## src/rtl/multi_shift_reg.sv

```systemverilog
// rtl/multi_shift_reg.sv - multi-channel serial shift register with tap select, rotate, load and burst shift
// All channels share control; a small IDLE/RUN/DONE FSM drives counted bursts of teff+1 shifts.

module multi_shift_reg #(
  parameter  int CHANNELS = 4,
  parameter  int DEPTH    = 16,
  localparam int TAP_W    = $clog2(DEPTH)
) (
  input  logic                      clk,
  input  logic                      rst,
  input  logic                      en,
  input  logic [1:0]                mode,
  input  logic                      dir,
  input  logic [TAP_W-1:0]          tap,
  input  logic [CHANNELS-1:0]       sin,
  input  logic [CHANNELS*DEPTH-1:0] pload,
  output logic [CHANNELS-1:0]       sout,
  output logic [CHANNELS*DEPTH-1:0] pout,
  input  logic                      burst_start,
  output logic                      burst_busy,
  output logic                      burst_done
);

  typedef enum logic [1:0] {
    S_IDLE = 2'd0,
    S_RUN  = 2'd1,
    S_DONE = 2'd2
  } state_e;

  localparam logic [TAP_W-1:0] MAX_TAP = TAP_W'(DEPTH - 1);

  state_e                    state_q, state_d;
  logic [TAP_W-1:0]          cnt_q, cnt_d;
  logic [TAP_W-1:0]          teff;
  logic [TAP_W-1:0]          sel_idx;
  logic [CHANNELS*DEPTH-1:0] data_q, data_d;
  logic                      do_shift;
  logic                      do_rotate;
  logic                      do_load;

  // Taps beyond the last stage saturate; the output stage is counted from the entry end.
  assign teff    = (int'(tap) > DEPTH - 1) ? MAX_TAP : tap;
  assign sel_idx = dir ? teff : (MAX_TAP - teff);
  assign pout    = data_q;

  always_ff @(posedge clk) begin
    if (!rst) begin
      state_q <= S_IDLE;
      cnt_q   <= '0;
      data_q  <= '0;
    end else begin
      state_q <= state_d;
      cnt_q   <= cnt_d;
      data_q  <= data_d;
    end
  end

  always_comb begin
    state_d = state_q;
    cnt_d   = cnt_q;
    case (state_q)
      S_IDLE: begin
        if (burst_start) begin
          state_d = S_RUN;
          cnt_d   = teff;
        end
      end
      S_RUN: begin
        if (cnt_q == '0) begin
          state_d = S_DONE;
        end else begin
          cnt_d = cnt_q - TAP_W'(1);
        end
      end
      S_DONE:  state_d = S_IDLE;
      default: state_d = S_IDLE;
    endcase
  end

  always_comb begin
    burst_busy = (state_q == S_RUN);
    burst_done = (state_q == S_DONE);
    do_shift   = 1'b0;
    do_rotate  = 1'b0;
    do_load    = 1'b0;
    if (state_q == S_RUN) begin
      do_shift = 1'b1;
    end else if (en) begin
      case (mode)
        2'b00:   do_shift = 1'b1;
        2'b01: begin
          do_shift  = 1'b1;
          do_rotate = 1'b1;
        end
        2'b10:   do_load = 1'b1;
        default: ;
      endcase
    end
  end

  for (genvar c = 0; c < CHANNELS; c++) begin : g_chan
    logic [DEPTH-1:0] cur;
    logic [DEPTH-1:0] shifted;
    logic             entry;

    assign cur = data_q[c*DEPTH +: DEPTH];

    // dir=0 enters at the top stage and drains at stage 0; dir=1 is the mirror.
    always_comb begin
      if (do_rotate) begin
        entry = dir ? cur[DEPTH-1] : cur[0];
      end else begin
        entry = sin[c];
      end
      if (dir) begin
        shifted = {cur[DEPTH-2:0], entry};
      end else begin
        shifted = {entry, cur[DEPTH-1:1]};
      end
    end

    assign data_d[c*DEPTH +: DEPTH] = do_load  ? pload[c*DEPTH +: DEPTH] :
                                      do_shift ? shifted : cur;
    assign sout[c] = cur[sel_idx];
  end

endmodule
```

## config.mk

```make
export PLATFORM = sky130hd
export DESIGN_NAME = multi_shift_reg
export DESIGN_NICKNAME = d
export VERILOG_FILES = /design/src/rtl/multi_shift_reg.sv
export SDC_FILE = /design/constraint.sdc
export NUM_CORES = 1
export LEC_CHECK = 0
export BUFFER_PORTS_ARGS = -buffer_cell sky130_fd_sc_hd__buf_2
export CAP_MARGIN = 0
export CORE_MARGIN = 2
export CORE_UTILIZATION = 45
export DETAILED_ROUTE_END_ITERATION = 12
export PLACE_DENSITY = 0.74
export SYNTH_ARGS = -nofsm -noshare
export SYNTH_HDL_FRONTEND = slang
export SYNTH_SLANG_ARGS = --single-unit
```

## constraint.sdc

```tcl
create_clock -name clk -period 1.96 [get_ports clk]
set_clock_uncertainty 0.2 [all_clocks]
set_input_delay 0.294 -clock clk [delete_from_list [all_inputs] [get_ports clk]]
set_output_delay 0.294 -clock clk [all_outputs]
set_load 0.005 [all_outputs]
```

# After elaboration in Yosys (flattened, before gate mapping)
# Index checks and enable logic that the tools add are counted.
dict set report totals {
  output_inout_bits 70
  wordCells 65
  inputBits 79
  reg_bits 70
}
dict set report classes {
  add_sub_neg 2
  mux 44
  n_reduce_logical 8
  n_lt_le_gt_ge 1
  n_eq_ne 7
}
# operator count
set op_table {}
lappend op_table {{$mux 16} 12}
lappend op_table {{$mux 1} 21}
lappend op_table {{$bmux 1 s4} 4}
lappend op_table {{$mux 4} 3}
lappend op_table {{$pmux 4 s2} 1}
lappend op_table {{$lt 4x5->1 const B} 1}
lappend op_table {{$eq 2x1->1 const B} 2}
lappend op_table {{$eq 2x2->1 const B} 2}
lappend op_table {{$logic_not 2->1} 2}
lappend op_table {{$logic_not 4->1} 1}
lappend op_table {{$mux 2} 2}
lappend op_table {{$ne 2x2->1 const B} 2}
lappend op_table {{$pmux 2 s2} 1}
lappend op_table {{$reduce_bool 2->1} 2}
lappend op_table {{$sub 4x1->4 const B} 1}
lappend op_table {{$sub 4x4->4 const A} 1}
lappend op_table {{$reduce_and 3->1} 1}
lappend op_table {{$ne 2x1->1 const B} 1}
lappend op_table {{$reduce_and 2->1} 1}
lappend op_table {{$reduce_or 2->1} 1}

# Depth between registers and ports, before layout
# Gate-level depths: netlist of run 1.
dict set report logic_depth {
  ltp_word 8
  depth_mapped 8
  ltp_nobuf 7
}

# Worst setup path after synthesis of run 1
# No wires, ideal clock.
dict set report synth_timing {
  kind {input to output}
  start {in dir}
  end {out sout[2]}
  stages 7
  n_path_buf 2
  required_ns 1.466
  setup_slack_ns -0.232
  arrival_ns 1.698
  cell_sequence {buf_4 -> and2_1 -> buf_2 -> a31oi_1 -> o22ai_1 -> or4_1 -> o2bb2ai_1}
}
dict set report synth_between {
  elab_chain_len 3
}
# element line
set synth_lines {}
lappend synth_lines {{start: declaration} 13} ;# input logic dir,
lappend synth_lines {{$mux 4} 43} ;# assign sel_idx = dir ? teff : (MAX_TAP - teff);
lappend synth_lines {{$bmux 1 s4} 124} ;# assign sout[c] = cur[sel_idx];
lappend synth_lines {{$mux 1 (not written as such)} 124}
lappend synth_lines {{end: declaration} 17} ;# output logic [CHANNELS-1:0] sout,
# Every way passes these cells. The select of a mux whose other input is x is not followed.

# Worst setup path in the final report of run 1
dict set report layout_timing {
  start {in tap[0]}
  end {out sout[3]}
}
dict set report layout_between {
  elab_chain_len 4
}
# element line
set layout_lines {}
lappend layout_lines {{start: declaration} 14} ;# input logic [TAP_W-1:0] tap,
lappend layout_lines {{$sub 4x4->4} 43}
lappend layout_lines {{$mux 4 *} 43}
lappend layout_lines {{$bmux 1 s4 *} 124}
lappend layout_lines {{$mux 1 (not written as such) *} 124}
# Every way passes the cells marked *; elsewhere a longest branch is shown, timed or not. The select of a mux whose other input is x is not followed.

==> results_dict.tcl, run 1 <==
set metrics [dict create \
    status "finished with violations" \
    violations "negative setup slack" \
    wl_per_cell_um 17.4 \
    dieWidth_um 108 \
    avgSynthCellArea_um2 8.02 \
    layoutNonFillerInstCount 927 \
    initialDrtViolationCount 361 \
    start_util_pct 46.5 \
    rr_startpoint "state_q[1]" \
    ant_nets 0 \
    synth_nets 681 \
    syn_area_um2 4820 \
    tightest_slew_ns 0.553 \
    cellPowerDensity_nw_per_um2 612 \
    slowest_stage "a222oi_1" \
    min_period_over_period_pct 119 \
    min_to "pout[47]" \
    cts_made_buffers 9 \
    antenna_cells 0 \
    groute.usage.overall_pct 27.3 \
    startpoint_type "primary input" \
    gp_congestion 0.906 \
    cts_buffer_depth 2 \
    cts-root-buf "clkbuf_8" \
    drc 0 \
    io_pins 149 \
    cp.arrival_ns 1.84 \
    ctsHoldBuffers 0 \
    critPathTopFamily "compound AO/OA/AOI/OAI gates" \
    place_hpwl_um 11400 \
    placed_cells 899 \
    hold_slack_ns 0.0718 \
    coreArea_um2 10400 \
    synth-main-ff-cell "dfxtp_1" \
    seq_area_frac_synth_pct 29.1 \
    syn_to_final_growth_pct 38.7 \
    grt_antenna_before_repair 0 \
    ys_types 53 \
    cts_tree "done" \
    crit_chain "buf_12, and3b_4, or2_1, a222oi_1, buf_4, a21oi_2, a211o_1, buf_2" \
    cp_data_required_time_ns 1.47 \
    worst-r2r-cell-count 6 \
    min_from "pload[47]" \
    clk_latency_ns 0.35 \
    slew-limit-headroom_pct 63.2 \
    routed_wl_um 16100 \
    period_minus_slack_ns 2.34 \
    firstDrtPassIters 5 \
    cts.clk_slew.worst_paths_ns 0.07 \
    grt_first_pass_wirelength_um 25400 \
    setup_tns_ns -1.19 \
    worst_slack_ns -0.379 \
    grt_pass1_vias 5064 \
    dieArea_um2 11600 \
    cts.sinks 70 \
    ir_drop_mv 0.284 \
    p_leak_nw 3.24 \
    crit_buf_inv 3 \
    fp.dieH_um 108 \
    grt_max_degree 71 \
    viasPerCell 5.85 \
    synth_edf_count 0 \
    max_stage_delay_ns 0.40 \
    timing.fmax_ghz 0.428 \
    drive_gt1_share_pct 36.2 \
    overflow 0 \
    vias 5419 \
    slew_violations 0 \
    hold_path.class "primary input to flip-flop" \
    hold_viol_final 0 \
    portBuffers 148 \
    setup.worst_path.class "primary input to output pin" \
    reg2reg_to "pout[32]" \
    ys_seq_elements 70 \
    fin_nets 868 \
    final-setup-viol-count 4 \
    rsz0062_at_grt "yes" \
    async_reset_ff_share_pct 0 \
    r2r_slack_ns 0.16 \
    htreeDepth 3 \
    row_count 37 \
    yosysWarnings 0 \
    min_path_cells 3 \
    syn_inst 601 \
    critPathCaptureType "output pin" \
    crit_fanout 6 \
    drv_cap 0 \
]
[where the power goes]
part           leakage [nW]  internal, mW  switching, mW
logic                  2.57         0.658          0.680
clock network        0.0914         0.548          0.523
registers             0.570          1.53          0.147
total                  3.24          2.74           1.35
[layout by cell type, fill, tap and decap left out, types with 4 or more instances in the layout]
cell | netlist | routed
o22ai_1 | 6 | 6
nand2_1 | 130 | 130
o211ai_1 | 57 | 57
a221oi_2 | 0 | 9
nand3_1 | 9 | 9
a31oi_1 | 6 | 4
nor2b_1 | 8 | 7
buf_2 | 15 | 144
clkbuf_8 | 0 | 12
mux2_2 | 11 | 10
buf_12 | 0 | 10
o221ai_1 | 9 | 9
buf_6 | 1 | 6
a21boi_0 | 56 | 56
a222oi_1 | 4 | 4
a21oi_1 | 22 | 18
o21ai_0 | 10 | 9
nor2_1 | 8 | 6
buf_4 | 3 | 68
mux2i_1 | 69 | 69
inv_1 | 6 | 6
dfxtp_1 | 70 | 70
[kinds of logic (layout without fill, tap and decap cells)]
logic type               after synthesis  after routing  synth area share (%)
AO/OA/AOI/OAI                        200            200                  30.1
AND/OR/NAND/NOR                      185            185                  17.6
buffers and inverters                 62            252                  5.60
XOR/XNOR                               3              3                 0.545
multiplexers                          80             80                  16.9
adder cells (fa/ha/maj)                1              1                 0.259
flip-flops                            70             70                  29.1
[worst max-delay path by stage]
| stage | startpoint | to | cells past startpoint |
|---|---|---|---|
| floorplan | dir | sout[2] | 7 |
| global route | tap[0] | sout[3] | 8 |
| CTS | tap[0] | sout[3] | 7 |
| detailed placement | tap[1] | sout[3] | 7 |
| finish | tap[0] | sout[3] | 8 |
| global placement | tap[1] | sout[3] | 7 |
[synth_stat cells, types with 10 or more instances]
cell	count	area share (%)
mux2_2	11	2.6
mux2i_1	69	14
a221oi_1	10	1.8
a21boi_0	56	8.7
dfxtp_1	70	29
o21ai_0	10	1.0
nand2_1	130	10
buf_2	15	1.6
a21oi_1	22	2.3
o211ai_1	57	8.9
clkbuf_1	29	2.3
[per-stage QoR]
step / instance area [µm²] / worst slack [ns] / power (mW) / util (%)
floorplan: 4880 / -0.143 / 2.40 / -
global placement: 6150 / -0.435 / 2.91 / 59.3
global route: 6690 / -0.394 / 4.29 / 64.5
detailed placement: 6150 / -0.445 / 2.95 / 59.3
CTS: 6640 / -0.346 / 4.08 / 64.0
finish: 6690 / -0.379 / 4.09 / 64.5
[worst register-to-register path, cell delays in order (launching register included)]
cell,delay (ns)
dfxtp_1,0.33
nand2b_1,0.17
and4_1,0.21
buf_4,0.19
mux2_2,0.35
mux2i_1,0.13
a21oi_1,0.09
[cell type report]
cell class	count	area [µm²]
fill	865	3680
inverter	6	22.5
clock buffer	13	169
clock inverter	1	5.00
sequential	70	1400
multi-input combinational	469	3320
tap	136	170
timing repair buffer	232	1600
[what timing repair did]
action	CTS	global route
cloned	3	0
pin swaps	19	3
buffers inserted	10	1
setup endpoints to repair	6	7
resized for setup	39	9
[flip-flops by register name (all words and copies together) (netlist names)]
signal	flops
cnt_q	4
pout	64
state_q	2
[metal layers]
layer	global-route usage (%)	up-vias	wire length (µm)
met5	0	-	0
met2	45.6	233	7780
met1	35.4	2555	6970
li1	-	2601	-
met4	9.89	0	325
met3	4.42	30	1030
Note: power is estimated with default switching activity, not from simulation.
==> inputs of run 2 (changes only) <==
--- a/config.mk
+++ b/config.mk
@@ -5,6 +5,7 @@
 export SDC_FILE = /design/constraint.sdc
 export NUM_CORES = 1
 export LEC_CHECK = 0
+export ABC_AREA = 1
 export BUFFER_PORTS_ARGS = -buffer_cell sky130_fd_sc_hd__buf_2
 export CAP_MARGIN = 0
 export CORE_MARGIN = 2
==> run 2 against run 1 <==
- the run now ends clean
- critical path depth increased by 3
- die area grew 1.3%
- final cell count is 16% higher
- flip-flop and latch count stayed put
- synthesized cell count grew 33%
- register-to-register slack better by 0.14 ns
- sequential share of layout area up 1.9 points
- via count increased by 3.7%
- clock power is 13% higher
- combinational power up 25%
- clock-buffer cell count down 2
- critical endpoint unchanged
==> results_dict.tcl, run 2 <==
set metrics [dict create \
    status "completed" \
    overflow 0 \
    reg2reg_to "pout[13]" \
    antenna_cells 0 \
    yosysWarnings 0 \
    seqCellArea_um2 1400 \
    slew-limit-headroom_pct 65.7 \
    grt-busiest-layer "met2" \
    synth_common_cells "238 x nand2_1, 112 x inv_1, 95 x nand3_1, 80 x o21ai_0, 70 x dfxtp_1" \
    critPathCaptureType "output pin" \
    crit_buf_inv 4 \
    tightest_slew_ns 0.515 \
    largest_reg_flops 64 \
    syn_inst 801 \
    wl_per_cell_um 13.4 \
    p_int_mw 2.98 \
    drv_cap 0 \
    vias 5621 \
    synth_area_leaders "dfxtp_1 29%, nand2_1 18%, nand3_1 9.7%, o211ai_1 9.1%, inv_1 8.6%" \
    final_cell_mix "235 x nand2_1, 147 x buf_2, 111 x inv_1" \
    power.switching_mw 1.73 \
    cp_data_required_time_ns 1.47 \
    min_period_over_period_pct 95.6 \
    fin_util_pct 57.3 \
    htreeDepth 3 \
    cts-root-buf "clkbuf_8" \
    preCtsSetupSlack_ns 0.0157 \
    slew_violations 0 \
    cts_made_buffers 9 \
    p_clk_share_pct 25.7 \
    grt_antenna_before_repair 0 \
    combPwrFrac_pct 35.3 \
    yosysMostFrequentCell "nand2_1" \
    final_area_um2 6130 \
    dieArea_um2 11700 \
    grt_pass1_vias 4598 \
    max_stage_delay_ns 0.18 \
    initialDrtViolationCount 352 \
    final-setup-viol-count 0 \
    setup.worst_path.start "tap[0]" \
    coreArea_um2 10700 \
    setup.worst_path.class "primary input to output pin" \
    synth_top_area_share_pct 28.7 \
    nFillCells 1131 \
    groute.usage.overall_pct 23.3 \
    cellPowerDensity_nw_per_um2 768 \
    seq_area_frac_synth_pct 28.7 \
    cts.sinks 70 \
    dieWidth_um 108 \
    ctsHoldBuffers 0 \
    syn_to_final_growth_pct 25.5 \
    min_to "pout[17]" \
    startpoint_type "primary input" \
    syn_area_um2 4890 \
    slowest_stage "clkbuf_16" \
    ys_types 29 \
    cts.clk_slew.worst_paths_ns 0.08 \
    ys_seq_elements 70 \
    use_met2_pct 37.3 \
    drive_gt1_share_pct 22.9 \
    p_sw_share_pct 36.8 \
    gp_congestion 0.807 \
    cts_tree "done" \
    placed_area_um2 5780 \
    hold_viol_final 0 \
    met1_usage_pct 32.5 \
    row_count 38 \
    r2r_slack_ns 0.30 \
    portBuffers 148 \
    firstDrtPassIters 5 \
    avgSynthCellArea_um2 6.10 \
    layout_commonest_cell "nand2_1" \
    fp.dieH_um 108 \
    min_path_cells 3 \
    rr_startpoint "state_q[1]" \
    cp.arrival_ns 1.38 \
    power.total_mw 4.71 \
    crit_fanout 9 \
    viasPerCell 5.21 \
    worst_slack_ns 0.0855 \
    synth-main-ff-cell "dfxtp_1" \
    cts_buffer_depth 2 \
    start_util_pct 45.7 \
    ir_drop_mv 0.441 \
    synth_nets 881 \
    period_minus_slack_ns 1.87 \
    drc 0 \
    crit_chain "buf_2, inv_2, nand2_2, nand2_8, clkbuf_16, o21ai_1, nand2_1, nand3_1, nand3_1, nand2_1, buf_2" \
    timing.fmax_ghz 0.533 \
    io_pins 149 \
    async_reset_ff_share_pct 0 \
    hold_path.class "primary input to flip-flop" \
    routed_wl_um 14500 \
    rsz0062_at_grt "yes" \
    worst-r2r-cell-count 9 \
    ant_nets 0 \
    grt_max_degree 61 \
    min_from "pload[17]" \
    grtUsageMet3_pct 3.92 \
    hold_slack_ns 0.0204 \
    synth_edf_count 0 \
    seqPwrFrac_pct 38.9 \
    place_hpwl_um 10000 \
    clk_latency_ns 0.35 \
    multi_input_area_um2 2750 \
    grt_first_pass_wirelength_um 22100 \
    p_leak_nw 3.09 \
    critPathTopFamily "simple AND/OR/NAND/NOR gates" \
    synth_top_area_cell "dfxtp_1" \
    fin_nets 1014 \
]
run 2: cell count changes after synthesis, moves of 56 or more:
cell	change
a21boi_0	-56
inv_1	+106
mux2i_1	-68
nand2_1	+108
nand3_1	+86
o21ai_0	+70
run 2: through the flow:
step | instances | setup TNS (ns)
after floorplan | 801 | 0
after global placement | 1057 | 0
after detailed placement | 1057 | 0
after CTS | 1073 | 0
after global routing | 1079 | -0.00830
final | 1079 | 0
run 2: layout make-up:
class	count	share of cell area, %
multi-input cells	557	44.8
flip-flops and latches	70	22.9
repair buffers	178	18.9
inverters	118	7.28
well taps	140	2.86
clock buffers	11	2.30
clock inverters	5	0.938
run 2: how the worst max path moves through the flow:
stage	end	slack [ns]	cells after the start
2_1_floorplan	sout[2]	0.29	7
3_3_place_gp	sout[3]	0.06	11
3_5_place_dp	sout[0]	0.02	11
4_1_cts	sout[1]	0.01	12
5_1_grt	sout[3]	-0.008	11
6_report	sout[3]	0.09	11
run 2: power groups by stage:
stage               clock network, mW  registers [mW]  logic (mW)
global route                     1.28            1.86        1.88
global placement                    0            1.86        1.58
floorplan                           0            1.83        1.05
finish                           1.21            1.83        1.67
detailed placement                  0            1.86        1.60
CTS                              1.23            1.83        1.61
run 2: cells by family (layout without fill, tap and decap cells):
| group | after synthesis | after routing | share of synthesized area [%] |
|---|---|---|---|
| XOR/XNOR | 5 | 5 | 1.43 |
| AO/OA/AOI/OAI | 197 | 197 | 23.7 |
| adder cells (fa/ha/maj) | 1 | 1 | 0.256 |
| multiplexers | 1 | 1 | 0.205 |
| AND/OR/NAND/NOR | 353 | 353 | 30.0 |
| buffers and inverters | 174 | 312 | 15.7 |
| flip-flops | 70 | 70 | 28.7 |
run 2: tightest hold or removal path, delay by kind of cell:
kind,cells,cell delay [ns]
buffers and inverters,1,0.08
AO/OA/AOI/OAI,2,0.16
run 2: what timing repair did:
action                                  CTS  global route
endpoints found under the setup margin    0             4
buffers inserted                          0             1
gates resized for setup                   0            17
run 2: routing by layer:
metal | vias to the layer above | share of wire, % | wire length, µm
met5 | - | 0 | 0
met4 | 0 | 1.3 | 193
li1 | 2879 | - | -
met3 | 17 | 7.1 | 1040
met2 | 201 | 45 | 6560
met1 | 2524 | 46 | 6690
